## config.mk

```make
export PLATFORM = sky130hd
export DESIGN_NAME = enc8to3_seq
export DESIGN_NICKNAME = d
export VERILOG_FILES = /design/src/rtl/enc8to3_seq.sv
export SDC_FILE = /design/constraint.sdc
export NUM_CORES = 1
export LEC_CHECK = 0
export CAP_MARGIN = 15
export CORE_MARGIN = 2
export CORE_UTILIZATION = 60
export DETAILED_ROUTE_END_ITERATION = 7
export DONT_BUFFER_PORTS = 1
export GPL_TIMING_DRIVEN = 0
export PLACE_DENSITY = 0.81
export SYNTH_ARGS = -nofsm -noshare
export SYNTH_HDL_FRONTEND = slang
export SYNTH_SLANG_ARGS = --single-unit
```

## constraint.sdc

```tcl
create_clock -name clk_i -period 6.2 [get_ports clk_i]
set_input_delay 0.93 -clock clk_i [delete_from_list [all_inputs] [get_ports clk_i]]
set_output_delay 0.93 -clock clk_i [all_outputs]
set_load 0.1 [all_outputs]
```

## src/rtl/enc8to3_seq.sv

```systemverilog
// Sequential 8-to-3 priority encoder: captures a request vector and emits the index of
// every set bit, one per ready/valid handshake, highest-first or lowest-first.
module enc8to3_seq #(
    parameter bit MSB_FIRST = 1'b1
) (
    input  logic       clk_i,
    input  logic       rst_i,
    input  logic [7:0] w_i,
    input  logic       en_i,
    input  logic       ready_i,
    output logic [2:0] y_o,
    output logic       valid_o,
    output logic       last_o,
    output logic       busy_o,
    output logic [3:0] count_o,
    output logic       zero_o
);

    typedef enum logic {StIdle, StEmit} state_e;

    state_e     state_q, state_d;
    logic [7:0] p_q, p_d;
    logic       zero_q, zero_d;
    logic [2:0] sel_idx;
    logic [3:0] pop;

    // Later matches overwrite earlier ones, so scan direction sets the priority.
    always_comb begin
        sel_idx = '0;
        if (MSB_FIRST) begin
            for (int i = 0; i < 8; i++) begin
                if (p_q[i]) sel_idx = 3'(i);
            end
        end else begin
            for (int i = 7; i >= 0; i--) begin
                if (p_q[i]) sel_idx = 3'(i);
            end
        end
    end

    always_comb begin
        pop = '0;
        for (int i = 0; i < 8; i++) begin
            pop = pop + {3'b000, p_q[i]};
        end
    end

    always_ff @(posedge clk_i or posedge rst_i) begin
        if (rst_i) begin
            state_q <= StIdle;
            p_q     <= '0;
            zero_q  <= 1'b0;
        end else begin
            state_q <= state_d;
            p_q     <= p_d;
            zero_q  <= zero_d;
        end
    end

    always_comb begin
        state_d = state_q;
        p_d     = p_q;
        zero_d  = 1'b0;
        case (state_q)
            StIdle: begin
                if (en_i) begin
                    if (w_i != 8'h00) begin
                        p_d     = w_i;
                        state_d = StEmit;
                    end else begin
                        zero_d = 1'b1;
                    end
                end
            end
            StEmit: begin
                if (ready_i) begin
                    p_d[sel_idx] = 1'b0;
                    if (pop == 4'd1) state_d = StIdle;
                end
            end
            default: state_d = StIdle;
        endcase
    end

    always_comb begin
        y_o     = '0;
        valid_o = 1'b0;
        last_o  = 1'b0;
        busy_o  = 1'b0;
        count_o = '0;
        zero_o  = zero_q;
        if (state_q == StEmit) begin
            y_o     = sel_idx;
            valid_o = 1'b1;
            busy_o  = 1'b1;
            count_o = pop;
            last_o  = (pop == 4'd1);
        end
    end

endmodule

```

# Yosys cells after proc, flatten, opt, wreduce, memory -nomap -nowiden
# Index checks and enable logic that the tools add are counted.
[totals] ff_bits=10 in_bits=12 output_inout_bits=11 wordCells=47
[classes] add_sub_neg=7 order_cmp=2 n_eq_ne=4 muxes=25 n_bitwise=3 n_reduce_logical=3
[op_table] operator="two-way mux 8 bit" count=3
[op_table] operator="two-way mux 3 bit" count=7
[op_table] operator="adder 4 x 1 -> 4 bit" count=4
[op_table] operator="one-hot mux 8 bit (2 select lines)" count=1
[op_table] operator="two-way mux 1 bit" count=11
[op_table] operator="AND 8 bit" count=1
[op_table] operator="inverter 8 bit" count=1
[op_table] operator="nonzero test 8 bit" count=1
[op_table] operator="!= test 2 bit, second input constant" count=3
[op_table] operator="adder 3 x 1 -> 4 bit" count=1
[op_table] operator="== test 4 x 1 -> 1 bit, second input constant" count=1
[op_table] operator="less-than comparator 3 x 4 -> 1 bit, second input constant" count=1
[op_table] operator="two-way mux 4 bit" count=1
[op_table] operator="adder 2 x 1 -> 3 bit" count=1
[op_table] operator="demux 1 bit (select 3 bit)" count=1
[op_table] operator="greater-or-equal comparator 3 x 1 -> 1 bit, second input constant" count=1
[op_table] operator="AND reduction 3 bit" count=1
[op_table] operator="adder 1 x 1 -> 2 bit" count=1
[op_table] operator="one-hot mux 1 bit (2 select lines)" count=1
[op_table] operator="logical AND 1 bit" count=1
[op_table] operator="inverter 1 bit" count=1

# Logic depth before layout (Yosys ltp)
# Gate-level depths: netlist of run 1.
[logic_depth] depth_word=15 depth_mapped=12

# Least setup slack after synthesis of run 1
# OpenSTA, ideal clock, no wires.
[synth_path] path_kind="reg-to-output" startpoint="reg p_q[0]" endpoint="out count_o[1]" arrival_ns=3.826 t_required_ns=5.270 path_slack_ns=1.444 path_stages_with_launch=10 path_cell_list="dfrtp_1 -> fa_1 -> inv_1 -> fa_1 -> fa_1 -> inv_1 -> ha_1 -> inv_1 -> fa_1 -> nor2_1"
[synth_between] elab_chain_cells=8
[synth_rtl] item="from (decl)" line="22" text="logic [7:0] p_q, p_d;"
[synth_rtl] item="from (signal assigned)" line="55" text="p_q <= p_d;"
[synth_rtl] item="adder 1 x 1 -> 2 bit" line="44" text="pop = pop + {3'b000, p_q[i]};"
[synth_rtl] item="adder 2 x 1 -> 3 bit" line="44"
[synth_rtl] item="adder 3 x 1 -> 4 bit" line="44"
[synth_rtl] item="adder 4 x 1 -> 4 bit (4 in series)" line="44"
[synth_rtl] item="two-way mux 4 bit" line="92" text="if (state_q == StEmit) begin"
[synth_rtl] item="to (decl)" line="15" text="output logic [3:0] count_o,"
# No other way between the ends.

# Final worst setup path of run 1
[layout_path] startpoint="reg p_q[0]" endpoint="out last_o"
[layout_between] elab_chain_cells=9
[layout_rtl] item="adder 1 x 1 -> 2 bit" line="44"
[layout_rtl] item="adder 2 x 1 -> 3 bit" line="44"
[layout_rtl] item="adder 3 x 1 -> 4 bit" line="44"
[layout_rtl] item="adder 4 x 1 -> 4 bit (4 in series)" line="44"
[layout_rtl] item="== test 4 x 1 -> 1 bit" line="97" text="last_o = (pop == 4'd1);"
[layout_rtl] item="two-way mux 1 bit" line="92"
[layout_rtl] item="to (decl)" line="13" text="output logic last_o,"
# No other way between the ends.

==> results.md, run 1 <==
- Worst reg2reg endpoint: state_q$_DFF_PP0_
- Post-CTS Repair Setup Buffers: 0
- Post-detailed-route wirelength per cell: roughly 16 um
- Antenna violations before repair: 0
- Number of maximum-capacitance constraint violations: 0
- Setup slack on the worst flop-to-flop path: between 2 and 3 ns
- Area inside the core boundary: 1301 sq um
- Timing startpoint of the critical path: p_q[0]$_DFFE_PP0P_
- Effective utilization at floorplan: 0.6442
- Iteration count of the initial detailed-routing pass: 6
- Path category of the worst min-delay check: input pin to asynchronous set/reset pin
- Synth warn: 0
- Antenna fix cells: 0
- Ports placed on the boundary: 23
- Synthesized netlist net count: ~110
- Via count of the first global-routing pass: 640
- CTS buffer count: 3
- Maximum number of pins on one net before global-route repair: 11
- Startpoint class of the critical path: flop
- I/O Buffers: 0
- Post-Syn Instances: 94
- DRT antenna net count: 0
- Area share of the largest cell type after synthesis: 0.2985
- Area of the mapped netlist: 838.3 sq um
- Total number of clock tree sinks: 10
- Reg-to-Reg Start: p_q[0]$_DFFE_PP0P_
- Actual slew at the worst max-slew pin: 1.207 ns
- Post-CTS resize count: 0
- Worst Path Max Fanout: 2
- Vias per cell: around 6.5
- Detailed-route via count: 735
- Syn-to-layout area delta: 7.313%
- Kind of critical path: flop to output port
- DRC Markers: 0
- Cells taking the most area after synthesis: dfrtp_1 30%, fa_1 9.6%, inv_1 6.7%
- Hold buffers post-CTS: 0
- Clock latency on the worst-skew pair: 0.27 ns
- Total wirelength of the detailed-routed design: 1861 um
- Portion of the post-synthesis area used by sequential elements: 0.2985
- Fin Clk Skew: 0.004998 ns
- Cell taking the most area after synthesis: dfrtp_1
- Final count of pins violating max slew: 0
- Maximum count of clock buffers along a single path: 2
- Accumulated negative setup slack: 0 ns
- Fraction of layout instances using a drive strength above 1: 0.1837
- TritonCTS clock tree: built
- Area of all sequential standard cells: around 250 sq um
- Achievable clock frequency: 196.7 MHz
- Row Count: 13
- Worst endpoint required time: 5.27 ns
- Leading cell type in the layout, fill and taps excluded: inv_1
- Final RePlAce weighted congestion: 0.9568
- Critical Path Sink Type: output port
- Width of the chip: 41.38 um
- Filler cells: 107
- Total count of hold-check failures in the final report: 0
- Net count, final: 118
- #FFs+latches synth: 10
- Drt first-iter violations: 28
- Leading cell types in the layout, fill and taps excluded: 15 x inv_1, 10 x dfrtp_1, 7 x nand2_1, 5 x nor2_1
- Depth of the most critical reg-to-reg path: 12
- HPWL after DPL: 1450 um
- GRT Total Usage: 0.2609
- Total number of H-tree levels: 1
- Minimum clock period after layout: slightly above 5 ns
- Die ar.: ~1700 sq um
- Die Ht: 41.38 um
- Footprint of the multi-input gates: between 500 and 600 sq um
- WP data arrival: 4.15 ns
- Library cells used by synthesis: 35
- Portion of the clock cycle consumed by the worst path in the final layout: 0.8201
- Endpoints failing setup: 0
- Mean Syn Cell Area: 8.918 sq um
- First-pass GRT wire length: 2815 um
- Slew Limit Headroom: 0.1961
- RSZ-0062 raised after global routing: false
- Capture point of the critical path: last_o
- Final Hold Slack: 0.5177 ns
- Overflow left after global routing: 0
- Clock transition at path regs: 0.08 ns
- Outcome: complete, no violations
- Library cell used as clock root buffer: clkbuf_4
[cell families (layout without fill, tap and decap cells)]
group / Yosys count / in the layout / share of synthesized area
AOI/OAI and AO/OA: 26 / 26 / 0.2507
xor gates and xnor gates: 1 / 1 / 0.01045
adders and majority gates: 7 / 7 / 0.1403
buffers and inverters: 19 / 23 / 0.1015
DFF: 10 / 10 / 0.2985
and+or+nand+nor: 31 / 31 / 0.1985
[through the flow]
stage          setup WS, ns    util  instance area [sq um]  cells
5_1_grt              0.8928  0.6913                  899.6    113
3_3_place_gp          1.381  0.6587                  857.1    109
3_5_place_dp          1.382  0.6635                  863.3    109
6_report              1.116  0.6913                  899.6    113
4_1_cts               1.089  0.6913                  899.6    113
2_1_floorplan         1.444       -                  838.3     94
[layout make-up]
type	instances	share of cell area
clock buffer	4	0.04033
multi-input combinational	65	0.5661
tap	15	0.02086
buffer	4	0.03199
inverter	15	0.06259
sequential	10	0.2782
[worst max-delay path, cell delays in order, from the launching register on]
cell,delay (ns)
dfrtp_1,0.41
fa_1,0.54
inv_1,0.05
fa_1,0.51
fa_1,0.42
inv_1,0.07
ha_1,0.16
inv_1,0.05
fa_1,0.51
nand2_1,0.06
a211oi_1,0.27
and2_1,0.82
[metal layers]
layer / part of all wire / global-route usage / wire length (um)
met5: 0 / 0 / 0
met4: 0.015 / 0.08871 / 27
met3: 0.11 / 0.06383 / 202
met2: 0.47 / 0.3984 / 882
met1: 0.40 / 0.3588 / 748
[flip-flops by register name (all words and copies together), names as in the netlist]
register / flops
zero_o: 1
p_q: 8
state_q: 1
[Yosys cell counts]
master     instances
a2111oi_0          2
a211oi_1           2
a21o_1             2
a21o_2             1
a21oi_1            3
a221oi_1           1
a22o_1             3
a32o_1             1
and2_1             3
and2_2             1
and3_1             1
buf_4              1
buf_6              1
clkbuf_2           2
dfrtp_1           10
fa_1               4
ha_1               3
inv_1             15
nand2_1            7
nand2b_1           4
nand3_1            2
nor2_1             6
nor2b_1            1
nor3_1             3
o211ai_1           2
o21a_4             1
o21ai_0            3
o21ai_1            1
o22ai_1            1
o22ai_2            1
o31a_1             1
o41ai_2            1
or2_2              1
or4_4              2
xnor2_1            1
[worst min-delay path by stage]
| stage | to | from | cells past startpoint | slack, ns |
|---|---|---|---|---|
| 2_1_floorplan | p_q[0]$_DFFE_PP0P_ | p_q[0]$_DFFE_PP0P_ | 2 | 0.50 |
| 3_3_place_gp | p_q[0]$_DFFE_PP0P_ | p_q[0]$_DFFE_PP0P_ | 2 | 0.55 |
| 3_5_place_dp | p_q[0]$_DFFE_PP0P_ | p_q[0]$_DFFE_PP0P_ | 2 | 0.58 |
| 4_1_cts | state_q$_DFF_PP0_ | rst_i | 1 | 0.53 |
| 5_1_grt | p_q[0]$_DFFE_PP0P_ | rst_i | 1 | 0.55 |
| 6_report | state_q$_DFF_PP0_ | rst_i | 1 | 0.52 |
Power of run 1 is left out: the tool's default activity adds up to more than one toggle a clock period on the data nets, which glitch-free logic cannot reach.
==> run 2, diff against run 1 <==
--- a/config.mk
+++ b/config.mk
@@ -7,11 +7,11 @@
 export LEC_CHECK = 0
 export CAP_MARGIN = 15
 export CORE_MARGIN = 2
-export CORE_UTILIZATION = 60
+export CORE_UTILIZATION = 54
 export DETAILED_ROUTE_END_ITERATION = 7
 export DONT_BUFFER_PORTS = 1
 export GPL_TIMING_DRIVEN = 0
-export PLACE_DENSITY = 0.81
+export PLACE_DENSITY = 0.77
 export SYNTH_ARGS = -nofsm -noshare
 export SYNTH_HDL_FRONTEND = slang
 export SYNTH_SLANG_ARGS = --single-unit
==> constraint.sdc (replaced) <==
create_clock -name clk_i -period 4.5 [get_ports clk_i]
set_input_delay 0.675 -clock clk_i [delete_from_list [all_inputs] [get_ports clk_i]]
set_output_delay 0.675 -clock clk_i [all_outputs]
set_load 0.1 [all_outputs]
==> run 2 against run 1 <==
Register-to-register slack got worse by 1.7 ns. Non-clock buffer count unchanged. Global-route usage decreased by 3.4 points. Clock-buffer cell count decreased by 1. Cell count unchanged. Critical path depth unchanged. Sequential cell count unchanged. Setup slack got worse by 0.97 ns. Critical endpoint unchanged. Highest routed layer unchanged.
==> results.md, run 2 (synthesis results as in run 1) <==
- CTS buffer count: 3
- RSZ-0062 raised after global routing: true
- Fraction of layout instances using a drive strength above 1: 0.2062
- Outcome: complete, no violations
- Critical Path Sink Type: output port
- Post-CTS Repair Setup Buffers: 0
- CP top delay family: adder cells
- Path category of the worst min-delay check: input pin to asynchronous set/reset pin
- First-pass GRT wire length: 3187 um
- Area inside the core boundary: 1489 sq um
- Worst Path Max Fanout: 2
- Peak per-stage delay on the critical path: roughly 0.55 ns
- Total number of H-tree levels: 1
- Via count of the first global-routing pass: 712
- Actual slew at the worst max-slew pin: 1.178 ns
- Hold buffers post-CTS: 0
- Minimum clock period after layout: 4.352 ns
- Total count of hold-check failures in the final report: 0
- Number of maximum-capacitance constraint violations: 0
- Net count, final: 118
- Total number of clock tree sinks: 10
- DRT antenna net count: 0
- Endpoints failing setup: 0
- Achievable clock frequency: about 230 MHz
- Die Ht: around 43 um
- Kind of critical path: flop to output port
- Number of flip-flops in the largest register: 8
- DRC Markers: 0
- Startpoint class of the critical path: flop
- CP cell instances: fa_1 -> inv_1 -> fa_1 -> fa_1 -> inv_1 -> ha_1 -> inv_1 -> fa_1 -> nand2_1 -> a211oi_2 -> and2_4
- Footprint of the multi-input gates: 523.0 sq um
- Iteration count of the initial detailed-routing pass: 4
- Clock transition at path regs: 0.07 ns
- Drt first-iter violations: 15
- Effective utilization at floorplan: 0.5630
- Antenna fix cells: 0
- Width of the chip: approximately 43 um
- Area of all sequential standard cells: 250.2 sq um
- Library cell used as clock root buffer: clkbuf_4
- Maximum number of pins on one net before global-route repair: 11
- Filler cells: 128
- Detailed-route via count: between 700 and 800
- Sum of buffers and inverters on the critical path: 3
- Clock latency on the worst-skew pair: ~0.27 ns
- Syn-to-layout area delta: 7.463%
- HPWL after DPL: 1457 um
- Slowest stage cell, crit path: fa_1
- Portion of the clock cycle consumed by the worst path in the final layout: 0.9672
- Fin Clk Skew: ~0.0034 ns
- Final RePlAce weighted congestion: 0.8329
- Maximum count of clock buffers along a single path: 2
- Ports placed on the boundary: 23
- Leading cell types in the layout, fill and taps excluded: 15 x inv_1, 10 x dfrtp_1, 7 x nand2_1, 5 x nor2_1
- Overflow left after global routing: 0
- I/O Buffers: 0
- Vias per cell: 6.283
- Accumulated negative setup slack: 0 ns
- GRT Total Usage: 0.2267
- Antenna violations before repair: 0
- WP data arrival: 3.68 ns
- Final count of pins violating max slew: 0
- Leading cell type in the layout, fill and taps excluded: inv_1
- TritonCTS clock tree: built
- Slew Limit Headroom: 0.2150
- Critical Path Most Common Cell: fa_1
- Worst endpoint required time: 3.83 ns
- Row Count: 14
- Post-detailed-route wirelength per cell: 17.05 um
- Largest register by flop count: p_q
- Die ar.: ~1900 sq um
- Total wirelength of the detailed-routed design: approximately 1900 um
==> run 2: cell types whose count changed in the layout (fill, tap and decap cells not counted), sizes merged <==
cell	previous run	this run
clkbuf	6	5
==> run 2: cell type report <==
class	instances	share of cell area
inverters	15	0.06250
flip-flops and latches	10	0.2778
clock buffers	3	0.02500
well taps	16	0.02222
plain buffers	4	0.03194
multi-input cells	65	0.5806
==> run 2: what timing repair did <==
| item | CTS | global route |
|---|---|---|
| setup endpoints to repair | 2 | 2 |
| gates resized for setup | 3 | 2 |
| pin swaps | 0 | 2 |
==> run 2: path summary, 6_finish.rpt <==
kind / start / endpoint / slack, ns / cells after the start
worst min register to register: p_q[0]$_DFFE_PP0P_ / p_q[0]$_DFFE_PP0P_ / 0.57 / 2
worst max register to register: p_q[0]$_DFFE_PP0P_ / state_q$_DFF_PP0_ / 1.07 / 12
worst max-delay path: p_q[0]$_DFFE_PP0P_ / last_o / 0.15 / 11
worst min-delay path: rst_i / p_q[2]$_DFFE_PP0P_ / 0.27 / 1
max in group asynchronous: rst_i / p_q[1]$_DFFE_PP0P_ / 3.94 / 1
min in group clk_i: w_i[3] / p_q[3]$_DFFE_PP0P_ / 0.53 / 1
==> run 2: routing by layer <==
layer	wire (um)	up-vias	global-route usage
met1	806	343	0.2796
met5	0	-	0
met2	977	31	0.3731
met3	131	2	0.08750
li1	-	334	-
met4	12	0	0.06061
==> run 2: stage by stage <==
stage / hold slack, ns / cell area, sq um / utilization / worst slack [ns] / std cells
floorplan: 0.5028 / 840.8 / - / 0.1674 / 94
global placement: 0.5429 / 860.8 / 0.5782 / 0.03687 / 110
detailed placement: 0.5371 / 864.6 / 0.5807 / -0.01161 / 110
CTS: 0.2848 / 890.9 / 0.5983 / 0.04398 / 113
global route: 0.3036 / 900.9 / 0.6050 / -0.01599 / 113
finish: 0.2749 / 900.9 / 0.6050 / 0.1475 / 113
Power of run 2 is left out for the same reason.
==> run 3, diff against run 2 <==
--- a/config.mk
+++ b/config.mk
@@ -10,8 +10,8 @@
 export CORE_UTILIZATION = 54
 export DETAILED_ROUTE_END_ITERATION = 7
 export DONT_BUFFER_PORTS = 1
-export GPL_TIMING_DRIVEN = 0
 export PLACE_DENSITY = 0.77
+export SKIP_CTS_REPAIR_TIMING = 1
 export SYNTH_ARGS = -nofsm -noshare
 export SYNTH_HDL_FRONTEND = slang
 export SYNTH_SLANG_ARGS = --single-unit
==> run 3 against run 2 <==
Critical path depth increased by 1. Die area unchanged. Cell count increased by 2.7%. Routed wire length decreased by 0.21%. First-iteration DRC count increased by 67%. Non-clock buffer count increased by 2. Via count decreased by 0.42%. Register-to-register slack about the same. Utilization increased by 1.8 points. Critical path type unchanged. Critical endpoint unchanged. Highest routed layer unchanged.
==> results.md, run 3 (synthesis results as in run 1) <==
- Outcome: complete, no violations
- Maximum count of clock buffers along a single path: 2
- Fin Clk Skew: 0.002942 ns
- Setup slack on the worst flop-to-flop path: 1.08 ns
- Via count of the first global-routing pass: 714
- DRT antenna net count: 0
- Actual slew at the worst max-slew pin: 1.180 ns
- Area inside the core boundary: 1489 sq um
- DRC Markers: 0
- Detailed-route via count: between 700 and 800
- Largest register by flop count: p_q
- Number of flip-flops in the largest register: 8
- RSZ-0062 raised after global routing: false
- TritonCTS clock tree: built
- Ports placed on the boundary: 23
- I/O Buffers: 0
- Portion of the clock cycle consumed by the worst path in the final layout: 0.9582
- Die ar.: 1884 sq um
- First-pass GRT wire length: 3174 um
- Achievable clock frequency: between 200 and 250 MHz
- Clock latency on the worst-skew pair: 0.26 ns
- Final RePlAce weighted congestion: 0.8565
- Antenna fix cells: 0
- Worst Path Max Fanout: 3
- Iteration count of the initial detailed-routing pass: 4
- Syn-to-layout area delta: 10.75%
- Total number of clock tree sinks: 10
- CP top delay family: adder cells
- Maximum number of pins on one net before global-route repair: 12
- Endpoints failing setup: 0
- Worst reg2reg endpoint: state_q$_DFF_PP0_
- Slew Limit Headroom: 0.2139
- Total count of hold-check failures in the final report: 0
- Minimum clock period after layout: 4.312 ns
- Effective utilization at floorplan: 0.5630
- Total number of H-tree levels: 1
- Kind of critical path: flop to output port
- Critical Path Sink Type: output port
- Antenna violations before repair: 0
- Leading cell type in the layout, fill and taps excluded: inv_1
- Net count, final: 120
- Total wirelength of the detailed-routed design: 1923 um
- Overflow left after global routing: 0
- Startpoint class of the critical path: flop
- Depth of the most critical reg-to-reg path: 12
- HPWL after DPL: 1523 um
- Reg-to-Reg Start: p_q[1]$_DFFE_PP0P_
- Vias per cell: between 6 and 7
- Die Ht: 43.40 um
- CTS buffer count: 3
- Width of the chip: 43.40 um
- Peak per-stage delay on the critical path: 0.52 ns
- GRT Total Usage: 0.2245
- Row Count: 14
- Path category of the worst min-delay check: input pin to asynchronous set/reset pin
- Number of maximum-capacitance constraint violations: 0
- Fraction of layout instances using a drive strength above 1: 0.2200
- Final count of pins violating max slew: 0
- Drt first-iter violations: 25
- Worst endpoint required time: between 3 and 4 ns
- Accumulated negative setup slack: 0 ns
- Slowest stage cell, crit path: fa_1
- Post-detailed-route wirelength per cell: ~17 um
- Clock transition at path regs: 0.07 ns
- Sum of buffers and inverters on the critical path: 4
- Library cell used as clock root buffer: clkbuf_4
- WP data arrival: 3.64 ns
- CP cell instances: fa_1 -> inv_1 -> fa_1 -> fa_1 -> inv_1 -> ha_1 -> inv_1 -> fa_1 -> nand2_1 -> a211oi_2 -> and2_4 -> buf_12
- Leading cell types in the layout, fill and taps excluded: 15 x inv_1, 9 x dfrtp_1, 7 x nand2_1, 5 x nor2_1, 5 x buf_4
- Critical Path Most Common Cell: fa_1
-- run 3: worst max-delay path by stage --
| stage | from | end | slack, ns | cells after the start |
|---|---|---|---|---|
| after floorplan | p_q[0]$_DFFE_PP0P_ | last_o | 0.17 | 11 |
| after global placement | p_q[0]$_DFFE_PP0P_ | last_o | 0.45 | 12 |
| after detailed placement | p_q[0]$_DFFE_PP0P_ | last_o | 0.38 | 12 |
| after CTS | p_q[0]$_DFFE_PP0P_ | last_o | 0.08 | 12 |
| after global routing | p_q[1]$_DFFE_PP0P_ | last_o | 0.004 | 12 |
| final | p_q[1]$_DFFE_PP0P_ | last_o | 0.19 | 12 |
-- run 3: area by class of cell --
class	count	area, sq um
Inverter	15	56.30
Multi-Input combinational cell	65	516.7
Fill cell	121	560.5
Tap cell	16	20.02
Sequential cell	10	251.5
Timing Repair Buffer	6	57.56
Clock buffer	4	26.28
-- run 3: metal layers --
metal / track usage / routed length (um)
met1: 0.2892 / 800
met2: 0.3881 / 980
met3: 0.04583 / 136
met4: 0.05455 / 6
met5: 0 / 0
-- run 3: through the flow --
stage	instances	util	hold slack, ns	setup WS (ns)	instance area, sq um
finish	116	0.6235	0.2744	0.1880	928.4
global route	116	0.6235	0.3108	0.004329	928.4
CTS	116	0.6185	0.2784	0.07983	920.9
detailed placement	112	0.6008	0.5560	0.3796	894.6
global placement	112	0.6008	0.5398	0.4484	894.6
floorplan	94	-	0.5028	0.1674	840.8
Power of run 3 is left out for the same reason.
